### src/rtl/riscv_issue_ctrl_pkg.sv
// Shared types and constants for the issue controller and its decoder.
package riscv_issue_ctrl_pkg;

  localparam int unsigned XLEN     = 32;
  localparam int unsigned REG_AW   = 5;
  localparam int unsigned NUM_REGS = 32;

  // Register field positions within the instruction word
  localparam int unsigned RS1_LSB = 15;
  localparam int unsigned RS2_LSB = 20;
  localparam int unsigned RD_LSB  = 7;

  // Major opcodes (instruction bits [6:0])
  localparam logic [6:0] OPC_LUI      = 7'h37;
  localparam logic [6:0] OPC_AUIPC    = 7'h17;
  localparam logic [6:0] OPC_JAL      = 7'h6f;
  localparam logic [6:0] OPC_JALR     = 7'h67;
  localparam logic [6:0] OPC_BRANCH   = 7'h63;
  localparam logic [6:0] OPC_LOAD     = 7'h03;
  localparam logic [6:0] OPC_STORE    = 7'h23;
  localparam logic [6:0] OPC_OP_IMM   = 7'h13;
  localparam logic [6:0] OPC_OP       = 7'h33;
  localparam logic [6:0] OPC_MISC_MEM = 7'h0f;
  localparam logic [6:0] OPC_SYSTEM   = 7'h73;

  // SYSTEM funct3==0 encodings, instruction bits [31:7]
  localparam logic [24:0] SYS_ECALL  = {12'h000, 13'h0000};
  localparam logic [24:0] SYS_EBREAK = {12'h001, 13'h0000};
  localparam logic [24:0] SYS_MRET   = {12'h302, 13'h0000};
  localparam logic [24:0] SYS_WFI    = {12'h105, 13'h0000};

  // Functional unit selected for a held instruction
  typedef enum logic [2:0] {
    UNIT_NONE   = 3'd0,
    UNIT_EXEC   = 3'd1,
    UNIT_LSU    = 3'd2,
    UNIT_BRANCH = 3'd3,
    UNIT_MUL    = 3'd4,
    UNIT_DIV    = 3'd5,
    UNIT_CSR    = 3'd6
  } unit_e;

  typedef enum logic {
    ST_IDLE     = 1'b0,
    ST_WAIT_CSR = 1'b1
  } state_e;

  // Decoder result for the held instruction
  typedef struct packed {
    unit_e unit;
    logic  rd_valid;
    logic  is_load;
    logic  invalid;
  } dec_t;

  function automatic logic [REG_AW-1:0] field_rs1(input logic [XLEN-1:0] op);
    return op[RS1_LSB +: REG_AW];
  endfunction

  function automatic logic [REG_AW-1:0] field_rs2(input logic [XLEN-1:0] op);
    return op[RS2_LSB +: REG_AW];
  endfunction

  function automatic logic [REG_AW-1:0] field_rd(input logic [XLEN-1:0] op);
    return op[RD_LSB +: REG_AW];
  endfunction

endpackage

### src/rtl/riscv_issue_ctrl_decoder.sv
// RV32IM class decoder: picks the target unit and flags invalid encodings.
module riscv_issue_ctrl_decoder
  import riscv_issue_ctrl_pkg::*;
(
  input  logic            InValid,
  input  logic            InFetchFault,
  input  logic            InEnableMuldiv,
  input  logic [XLEN-1:0] InOpcode,
  output dec_t            OutDec
);

  logic [6:0]  opc_c;
  logic [2:0]  funct3_c;
  logic [6:0]  funct7_c;
  logic [24:0] sys_c;
  dec_t        dec_c;

  assign opc_c    = InOpcode[6:0];
  assign funct3_c = InOpcode[14:12];
  assign funct7_c = InOpcode[31:25];
  assign sys_c    = InOpcode[31:7];

  // Classify the opcode; faults and invalid encodings are routed to csr
  always_comb begin
    dec_c.unit     = UNIT_NONE;
    dec_c.rd_valid = 1'b0;
    dec_c.is_load  = 1'b0;
    dec_c.invalid  = 1'b0;
    case (opc_c)
      OPC_LUI, OPC_AUIPC: begin
        dec_c.unit     = UNIT_EXEC;
        dec_c.rd_valid = 1'b1;
      end
      OPC_JAL: begin
        dec_c.unit     = UNIT_BRANCH;
        dec_c.rd_valid = 1'b1;
      end
      OPC_JALR: begin
        if (funct3_c == 3'd0) begin
          dec_c.unit     = UNIT_BRANCH;
          dec_c.rd_valid = 1'b1;
        end else begin
          dec_c.invalid = 1'b1;
        end
      end
      OPC_BRANCH: begin
        if (funct3_c == 3'd2 || funct3_c == 3'd3) dec_c.invalid = 1'b1;
        else                                      dec_c.unit    = UNIT_BRANCH;
      end
      OPC_LOAD: begin
        if (funct3_c inside {3'd0, 3'd1, 3'd2, 3'd4, 3'd5}) begin
          dec_c.unit     = UNIT_LSU;
          dec_c.rd_valid = 1'b1;
          dec_c.is_load  = 1'b1;
        end else begin
          dec_c.invalid = 1'b1;
        end
      end
      OPC_STORE: begin
        if (funct3_c <= 3'd2) dec_c.unit    = UNIT_LSU;
        else                  dec_c.invalid = 1'b1;
      end
      OPC_OP_IMM: begin
        if ((funct3_c == 3'd1 && funct7_c != 7'h00) ||
            (funct3_c == 3'd5 && funct7_c != 7'h00 && funct7_c != 7'h20)) begin
          dec_c.invalid = 1'b1;
        end else begin
          dec_c.unit     = UNIT_EXEC;
          dec_c.rd_valid = 1'b1;
        end
      end
      OPC_OP: begin
        if (funct7_c == 7'h00 ||
            (funct7_c == 7'h20 && (funct3_c == 3'd0 || funct3_c == 3'd5))) begin
          dec_c.unit     = UNIT_EXEC;
          dec_c.rd_valid = 1'b1;
        end else if (funct7_c == 7'h01 && InEnableMuldiv) begin
          dec_c.unit     = funct3_c[2] ? UNIT_DIV : UNIT_MUL;
          dec_c.rd_valid = 1'b1;
        end else begin
          dec_c.invalid = 1'b1;
        end
      end
      OPC_MISC_MEM: begin
        // fences are serialised through the csr path
        if (funct3_c == 3'd0 || funct3_c == 3'd1) dec_c.unit    = UNIT_CSR;
        else                                      dec_c.invalid = 1'b1;
      end
      OPC_SYSTEM: begin
        if (funct3_c == 3'd0) begin
          if (sys_c inside {SYS_ECALL, SYS_EBREAK, SYS_MRET, SYS_WFI}) dec_c.unit = UNIT_CSR;
          else                                                          dec_c.invalid = 1'b1;
        end else if (funct3_c == 3'd4) begin
          dec_c.invalid = 1'b1;
        end else begin
          dec_c.unit     = UNIT_CSR;
          dec_c.rd_valid = 1'b1;
        end
      end
      default: dec_c.invalid = 1'b1;
    endcase

    if (dec_c.invalid || InFetchFault) begin
      dec_c.unit     = UNIT_CSR;
      dec_c.rd_valid = 1'b0;
      dec_c.is_load  = 1'b0;
    end

    if (!InValid) begin
      dec_c.unit     = UNIT_NONE;
      dec_c.rd_valid = 1'b0;
      dec_c.is_load  = 1'b0;
      dec_c.invalid  = 1'b0;
    end
  end

  assign OutDec = dec_c;

endmodule

### src/rtl/riscv_issue_ctrl.sv
// Single-issue scheduler: hold register, scoreboard, hazard stall and unit dispatch.
module riscv_issue_ctrl
  import riscv_issue_ctrl_pkg::*;
#(
  parameter bit ENABLE_MULDIV = 1'b1
) (
  input  logic            InClk,
  input  logic            InRstN,
  input  logic            InFetchValid,
  input  logic            InFetchFault,
  input  logic [XLEN-1:0] InFetchOpcode,
  input  logic [XLEN-1:0] InFetchPc,
  output logic            OutFetchAccept,
  input  logic            InSquash,
  input  logic            InLsuReady,
  input  logic            InDivDone,
  input  logic            InCsrDone,
  input  logic            InWbValid,
  input  logic [REG_AW-1:0] InWbRd,
  output logic            OutExecValid,
  output logic            OutLsuValid,
  output logic            OutBranchValid,
  output logic            OutMulValid,
  output logic            OutDivValid,
  output logic            OutCsrValid,
  output logic [XLEN-1:0] OutIssueOpcode,
  output logic [XLEN-1:0] OutIssuePc,
  output logic            OutIssueFault,
  output logic            OutIssueInvalid,
  output logic            OutBusy
);

  logic                hold_valid_q, hold_valid_d;
  logic [XLEN-1:0]     hold_opcode_q, hold_opcode_d;
  logic [XLEN-1:0]     hold_pc_q, hold_pc_d;
  logic                hold_fault_q, hold_fault_d;
  logic [NUM_REGS-1:0] sb_q, sb_d;
  logic                div_busy_q, div_busy_d;
  state_e              state_q, state_d;

  dec_t              dec_c;
  logic [REG_AW-1:0] rs1_c, rs2_c, rd_c;
  logic              hazard_c, stall_c, fire_c, accept_c, sb_set_c;

  riscv_issue_ctrl_decoder u_riscv_decoder (
    .InValid        (hold_valid_q),
    .InFetchFault   (hold_fault_q),
    .InEnableMuldiv (ENABLE_MULDIV),
    .InOpcode       (hold_opcode_q),
    .OutDec         (dec_c)
  );

  assign rs1_c = field_rs1(hold_opcode_q);
  assign rs2_c = field_rs2(hold_opcode_q);
  assign rd_c  = field_rd(hold_opcode_q);

  // Hazards use the pre-update scoreboard; sb[0] is held at zero so x0 never stalls
  assign hazard_c = sb_q[rs1_c] | sb_q[rs2_c] | sb_q[rd_c];
  assign stall_c  = hazard_c
                  | ((dec_c.unit == UNIT_LSU) & ~InLsuReady)
                  | ((dec_c.unit == UNIT_DIV) & div_busy_q)
                  | ((dec_c.unit == UNIT_CSR) & ((|sb_q) | div_busy_q));
  assign fire_c   = hold_valid_q & ~stall_c & ~InSquash & (state_q == ST_IDLE);
  assign accept_c = ~InSquash & (state_q == ST_IDLE) & (~hold_valid_q | fire_c);

  // Long-latency writers are tracked; exec/branch results are forwarded
  assign sb_set_c = fire_c & dec_c.rd_valid & (rd_c != REG_AW'(0))
                  & (dec_c.is_load | (dec_c.unit == UNIT_MUL) |
                     (dec_c.unit == UNIT_DIV) | (dec_c.unit == UNIT_CSR));

  // Next-state for hold register, scoreboard, divider busy and serialisation FSM
  always_comb begin
    hold_valid_d  = hold_valid_q;
    hold_opcode_d = hold_opcode_q;
    hold_pc_d     = hold_pc_q;
    hold_fault_d  = hold_fault_q;
    sb_d          = sb_q;
    div_busy_d    = div_busy_q;
    state_d       = state_q;

    if (InSquash) begin
      hold_valid_d = 1'b0;
    end else if (accept_c && InFetchValid) begin
      hold_valid_d  = 1'b1;
      hold_opcode_d = InFetchOpcode;
      hold_pc_d     = InFetchPc;
      hold_fault_d  = InFetchFault;
    end else if (fire_c) begin
      hold_valid_d = 1'b0;
    end

    // Clear before set so a same-cycle set on the same register wins
    if (InWbValid) sb_d[InWbRd] = 1'b0;
    if (sb_set_c)  sb_d[rd_c]   = 1'b1;
    sb_d[0] = 1'b0;

    if (InDivDone)                           div_busy_d = 1'b0;
    if (fire_c && dec_c.unit == UNIT_DIV)    div_busy_d = 1'b1;

    case (state_q)
      ST_IDLE:     if (fire_c && dec_c.unit == UNIT_CSR) state_d = ST_WAIT_CSR;
      ST_WAIT_CSR: if (InCsrDone)                        state_d = ST_IDLE;
      default:                                           state_d = ST_IDLE;
    endcase
  end

  // State registers
  always_ff @(posedge InClk or negedge InRstN) begin
    if (!InRstN) begin
      hold_valid_q  <= 1'b0;
      hold_opcode_q <= '0;
      hold_pc_q     <= '0;
      hold_fault_q  <= 1'b0;
      sb_q          <= '0;
      div_busy_q    <= 1'b0;
      state_q       <= ST_IDLE;
    end else begin
      hold_valid_q  <= hold_valid_d;
      hold_opcode_q <= hold_opcode_d;
      hold_pc_q     <= hold_pc_d;
      hold_fault_q  <= hold_fault_d;
      sb_q          <= sb_d;
      div_busy_q    <= div_busy_d;
      state_q       <= state_d;
    end
  end

  assign OutFetchAccept  = accept_c;
  assign OutExecValid    = fire_c & (dec_c.unit == UNIT_EXEC);
  assign OutLsuValid     = fire_c & (dec_c.unit == UNIT_LSU);
  assign OutBranchValid  = fire_c & (dec_c.unit == UNIT_BRANCH);
  assign OutMulValid     = fire_c & (dec_c.unit == UNIT_MUL);
  assign OutDivValid     = fire_c & (dec_c.unit == UNIT_DIV);
  assign OutCsrValid     = fire_c & (dec_c.unit == UNIT_CSR);
  assign OutIssueOpcode  = hold_opcode_q;
  assign OutIssuePc      = hold_pc_q;
  assign OutIssueFault   = hold_fault_q;
  assign OutIssueInvalid = dec_c.invalid;
  assign OutBusy         = hold_valid_q | (|sb_q) | div_busy_q | (state_q == ST_WAIT_CSR);

endmodule

### config.mk
export PLATFORM = sky130hd
export DESIGN_NAME = riscv_issue_ctrl
export DESIGN_NICKNAME = d
export VERILOG_FILES = /design/src/rtl/riscv_issue_ctrl_pkg.sv /design/src/rtl/riscv_issue_ctrl_decoder.sv /design/src/rtl/riscv_issue_ctrl.sv
export SDC_FILE = /design/constraint.sdc
export NUM_CORES = 1
export LEC_CHECK = 0
export BUFFER_PORTS_ARGS = -buffer_cell sky130_fd_sc_hd__buf_2
export CAP_MARGIN = 10
export CORE_MARGIN = 10
export CORE_UTILIZATION = 31
export CTS_BUF_LIST = sky130_fd_sc_hd__clkbuf_8
export CTS_CLUSTER_DIAMETER = 80
export DETAILED_ROUTE_END_ITERATION = 10
export GPL_TIMING_DRIVEN = 0
export HOLD_SLACK_MARGIN = 0.1
export PLACE_DENSITY = 0.64
export SLEW_MARGIN = 20
export SYNTH_ARGS = -nofsm -noshare
export SYNTH_HDL_FRONTEND = slang
export SYNTH_SLANG_ARGS = --single-unit
### constraint.sdc
create_clock -name InClk -period 2.9 [get_ports InClk]
set_input_delay 0.435 -clock InClk [delete_from_list [all_inputs] [get_ports InClk]]
set_output_delay 0.435 -clock InClk [all_outputs]
set_load 0.02 [all_outputs]
# Word level (Yosys, flattened, before mapping)
# Index checks and enable logic that the tools add are counted.
# W data, S select, Z words.
# totals
wordCells	158
regBits	99
input_bits	78
output_inout_bits	74
# op_classes
eq_ne	28
n_bitwise	38
n_lt_le_gt_ge	7
reduce_logical	28
muxes	50
# op_table
op	count
$mux W32	2
$and A32 B32 Y32	1
$not A32 Y32	1
$or A32 B32 Y32	1
$reduce_or A31 Y1	1
$pmux W3 S10	1
$eq A7 B6 Y1 const B	4
$eq A7 B7 Y1 const B	4
$mux W1	26
$eq A25 B14 Y1 const B	1
$eq A25 B22 Y1 const B	1
$eq A25 B23 Y1 const B	1
$logic_not A25 Y1	1
$lt A5 B6 Y1 const B	4
$and A1 B1 Y1	17
$mux W4	4
$bmux W1 S5	3
$eq A3 B3 Y1 const B	5
$eq A7 B5 Y1 const B	2
$or A1 B1 Y1	13
$eq A3 B2 Y1 const B	4
$mux W3	4
$demux W1 S5	2
$ge A5 B1 Y1 const B	2
other kinds (25)	46

# Logic depth before layout (Yosys ltp)
# logic_depth
depth_word	23
depth_mapped	12
ltp_nobuf	8

# Modules after synthesis
# A second synthesis with hierarchy kept.
# hier_totals
hier_cells	879
hier_area_um2	7343.3
# modules_own_cells
mod	area_each_um2	seq_area_each_um2	n_inst	cells_per_inst
riscv_issue_ctrl	6762.7	2477.4	1	786
riscv_issue_ctrl_decoder	580.6	0.0	1	93

# Worst setup path before layout
# No wires, ideal clock.
# synth_timing
path_type	register to output
from	reg hold_opcode_q[8], in the netlist OutIssueOpcode[8]
to	out OutFetchAccept
slack_ns	-0.525
arrival_ns	2.990
stages_incl_launch_ff	10
cell_sequence	dfrtp_1 clkbuf_1 clkbuf_1 mux4_2 a32oi_1 nand4_1 nor4_4 a21boi_2 nand2_1 a21boi_0
# synth_via
elab_chain_cells	19
# synth_rtl
item	line	source
from (decl)	riscv_issue_ctrl.sv:34	logic [XLEN-1:0] hold_opcode_q, hold_opcode_d;
from (signal assigned)	riscv_issue_ctrl.sv:119	hold_opcode_q <= hold_opcode_d;
$eq A25 B14 Y1 (tied with other cells)	riscv_issue_ctrl_decoder.sv:91	if (sys_c inside {SYS_ECALL, SYS_EBREAK, SYS_MRET, SYS_WFI}) dec_c.unit = UNIT_CSR;
$reduce_bool A4 Y1	riscv_issue_ctrl_decoder.sv:91	
$mux W1	riscv_issue_ctrl_decoder.sv:91	
$mux W1	riscv_issue_ctrl_decoder.sv:90	if (funct3_c == 3'd0) begin
$pmux W1 S9	riscv_issue_ctrl_decoder.sv:29	case (opc_c)
$logic_or A1 B1 Y1	riscv_issue_ctrl_decoder.sv:103	if (dec_c.invalid || InFetchFault) begin
$mux W5	riscv_issue_ctrl_decoder.sv:103	
$mux W6	riscv_issue_ctrl_decoder.sv:109	if (!InValid) begin
$eq A3 B2 Y1	riscv_issue_ctrl.sv:60	| ((dec_c.unit == UNIT_LSU) & ~InLsuReady)
$and A1 B1 Y1	riscv_issue_ctrl.sv:60	
$or A1 B1 Y1	riscv_issue_ctrl.sv:60	
$or A1 B1 Y1	riscv_issue_ctrl.sv:61	| ((dec_c.unit == UNIT_DIV) & div_busy_q)
$or A1 B1 Y1 (*)	riscv_issue_ctrl.sv:62	| ((dec_c.unit == UNIT_CSR) & ((|sb_q) | div_busy_q));
$not A1 Y1 (*)	riscv_issue_ctrl.sv:63	assign fire_c = hold_valid_q & ~stall_c & ~InSquash & (state_q == ST_IDLE);
$and A1 B1 Y1 (*) (3 in series)	riscv_issue_ctrl.sv:63	
$or A1 B1 Y1 (*)	riscv_issue_ctrl.sv:64	assign accept_c = ~InSquash & (state_q == ST_IDLE) & (~hold_valid_q | fire_c);
$and A1 B1 Y1 (*)	riscv_issue_ctrl.sv:64	
to (decl)	riscv_issue_ctrl.sv:13	output logic OutFetchAccept,
# Mark *: on every way between the ends. The rest lies on a longest branch, timed or not. The select of a mux whose other input is x is not followed.

# Worst setup path in the final report
# layout_timing
from	reg hold_opcode_q[20], in the netlist OutIssueOpcode[20]
to	out OutFetchAccept
# Same word-level chain as after synthesis.

==> results list <==
- Wire length after detailed routing: 19.7 mm
* HPWL reported at the end of detailed placement: 13.8 mm
- Insertion delay of the later-clocked pin in the worst-skew pair: 0.40 ns
- Ratio of final minimum period to clock period: 120%
- Vias in the first global route: 5136
* Run status: finished, violations left
- The worst setup path is of the flip-flop to output port kind.
* Setup repair after global routing missed its margin: true
* Total power divided by cell area: 946 nW/um2
- The tree is rooted in a clkbuf_8.
- Max-cap violations in this run came to 0.
- Sequential share of the synthesized area: 42.4%
* Library cell with the largest summed area after synthesis: dfrtp_1
* Number of max-slew violations in the final report: 0
- CTS sink count: 99
- Post-Place Setup Slack: -0.566 ns
- Least setup slack across all paths after layout: -0.594 ns
- Net total in the final layout: 803
- Number of distinct standard cells referenced by the synthesized netlist: 65
- CP Capture Type: output port
* All-layer global routing usage: 15.3%
- Largest clock skew in the final design: 0.0236 ns
- Overall die width: 157 um
* Number of synthesized flops with an enable pin: 0
* Mean instance size in the synthesized netlist: 11.7 um2
- Final count of hold timing violations: 0
* Number of stages on the worst hold path: 2
* Routed len/inst: 20.4 um
- Class of the tightest hold or removal check: primary input to flip-flop
* Die Height: 157 um
- Fmax: 0.286 GHz
- Along the worst path, the maximum fanout reaches 4.
- Die outline area: 24700 um2
- In the routed layout, each cell is associated on average with a via count of 5.37.
- In this run the deepest clock path goes through 2 buffers.
* Antenna violations before repair: 3
- Global placement routability congestion: 0.863
- Count of nets left with antenna violations after detail routing: 0
- Effective utilization at floorplan: 31.3%
- After synthesis, the cell types taking the most area are dfrtp_1 42%, mux2_4 13%, mux4_2 6.9%.
- First-pass GRT wire length: 29.5 mm
- Portion of synthesized cell area occupied by the leading cell type: 42.4%
- Among all flip-flop cells after synthesis, the most frequent one is dfrtp_1.
* Max VDD drop: 0.333 mV
- The final reports fail on negative setup slack.
- TritonCTS built the clock tree.
- Post-detailed-route DRC marker count: 0
- Core region area: 18600 um2
- The routed layout has 5178 vias.
- For the pin with the worst max-slew slack, the measured transition is 0.529 ns.
- First DRT Iteration DRCs: 386
- Buffers inserted during clock tree synthesis total 9.
* CTS HTree Levels: 3
- Final critical-path required period: 3.49 ns
- Pin count of the biggest net entering global routing: 55
- Count of state elements after synthesis: 99
- Leaving out fill and tap cells, the most frequent cells in the layout are 145 x buf_2, 92 x dfrtp_1, 65 x mux2_4.
- For the worst flop-to-flop path, the logic depth is 13.
* Most common library cell in the layout ignoring fill and taps: buf_2
* Area added between synthesis and finish: 42.9%
* Normalized max-slew margin: 64.2%
- Count of warnings emitted by yosys: 0
* Net Count, Synth: 577
- Worst EP required: 2.47 ns
* Type of origin of the critical path: flip-flop
* Number of instances in the synthesized netlist: 499
- In the synthesized netlist the async set-or-reset flop fraction comes to 100%.
* Port-buffer cells: 151
- Global routing finished with a remaining overflow of 0.
- Total setup violations reported at the end of the flow: 105
* I/O pin count: 152
- Summed over all cells, the static leakage comes to 3.88 nW.
- Share of cells above drive strength 1: 58.7%
- Synthesized area: 5840 um2
- Router iterations before antenna repair: 5
- The floorplan has 50 rows.
* Arr. time, crit path: 3.06 ns
* Post-route worst hold slack: 0.230 ns
- Clock-pin slew was measured on the worst setup and hold paths at 0.11 ns.
-- cells in the mapped netlist (3+ instances only) --
| cell type | n |
|---|---|
| mux2_4 | 50 |
| a2bb2oi_1 | 3 |
| buf_2 | 6 |
| nor3_1 | 10 |
| nand3b_1 | 7 |
| nand3_1 | 11 |
| or3b_2 | 3 |
| clkbuf_1 | 14 |
| mux2_1 | 15 |
| nor4_1 | 11 |
| o31ai_1 | 5 |
| inv_1 | 11 |
| buf_4 | 4 |
| nand2b_1 | 8 |
| o21ai_0 | 52 |
| nand4b_1 | 4 |
| nand2_1 | 22 |
| mux2i_1 | 12 |
| buf_6 | 7 |
| o22ai_1 | 4 |
| or3b_1 | 3 |
| o21ai_2 | 16 |
| mux4_2 | 18 |
| nor2_1 | 24 |
| or4b_1 | 4 |
| a21oi_1 | 9 |
| a31oi_1 | 7 |
| nor2b_1 | 7 |
| dfrtp_1 | 99 |
| nand4_1 | 5 |
-- through the flow --
stage          total power [mW]  area [um2]  std cells  utilization (%)  setup TNS (ns)
2_1_floorplan              4.84        5880        499                -          -11.81
3_3_place_gp               5.95        6930        884             37.2          -47.91
3_5_place_dp               6.00        6970        885             37.4          -51.90
4_1_cts                    7.59        8000        947             42.9          -38.72
5_1_grt                    8.33        8350        964             44.8          -50.40
6_report                   7.90        8350        965             44.8          -39.31
-- path summary, 6_finish.rpt --
check	start	to	slack, ns
min in group asynchronous	InRstN	OutIssuePc[22]	0.54
max	OutIssueOpcode[20]	OutFetchAccept	-0.59
min	InCsrDone	state_q	0.23
min reg2reg	OutIssuePc[29]	OutIssuePc[29]	0.52
max in group asynchronous	InRstN	OutIssueOpcode[15]	1.70
max reg2reg	OutIssueOpcode[20]	OutIssueOpcode[20]	-0.52
-- area by class of cell --
type	count	area [um2]
antenna	2	5.00
buffer	27	315
clock buffer	9	124
clock inverter	6	48.8
fill	1731	10300
inverter	11	41.3
multi-input combinational	357	3490
sequential	99	2490
tap	234	293
timing repair buffer	220	1540
-- worst max-delay path: stages (launching register included) --
cell      delay, ns
dfrtp_2        0.39
buf_8          0.11
mux4_2         0.48
mux4_2         0.50
nor2b_4        0.15
nor4_4         0.23
buf_4          0.20
a21boi_4       0.22
nand2_2        0.09
a21boi_2       0.17
buf_6          0.14
-- routing by layer --
| metal | part of all wire, % | vias to the layer above | track usage [%] |
|---|---|---|---|
| met5 | 0.035 | - | 0 |
| li1 | - | 2353 | - |
| met1 | 42 | 2584 | 19.4 |
| met4 | 1.5 | 2 | 5.39 |
| met2 | 49 | 210 | 24.9 |
| met3 | 7.7 | 29 | 3.85 |
-- power breakdown --
group / internal [mW] / switching (mW)
clock: 0.320 / 0.543
sequential: 1.86 / 0.505
combinational: 2.31 / 2.36
total: 4.49 / 3.41
-- repair_timing --
item,4_1_cts,5_1_grt
cloned,7,0
buffers inserted,42,23
hold endpoints to repair,45,0
pin swaps,22,24
hold buffers,1,0
endpoints found under the setup margin,106,106
resized for setup,105,80
-- cell families (layout without fill, tap and decap cells) --
kind of cell	Yosys count	count (layout)	synth area share, %
AO/OA/AOI/OAI	119	119	13.4
XOR/XNOR	1	1	0.150
buffers and inverters	43	273	4.05
flip-flops	99	99	42.4
multiplexers	96	96	24.9
other	0	2	0
AND/OR/NAND/NOR	141	141	15.1
-- sequential cells by signal, summed over array words and instances, names as in the netlist --
register and cells:
OutIssuePc 32, state_q 1, div_busy_q 1, hold_valid_q 1
sb_q 31, OutIssueOpcode 32, OutIssueFault 1
No activity file was read; power rests on OpenSTA's default activity.
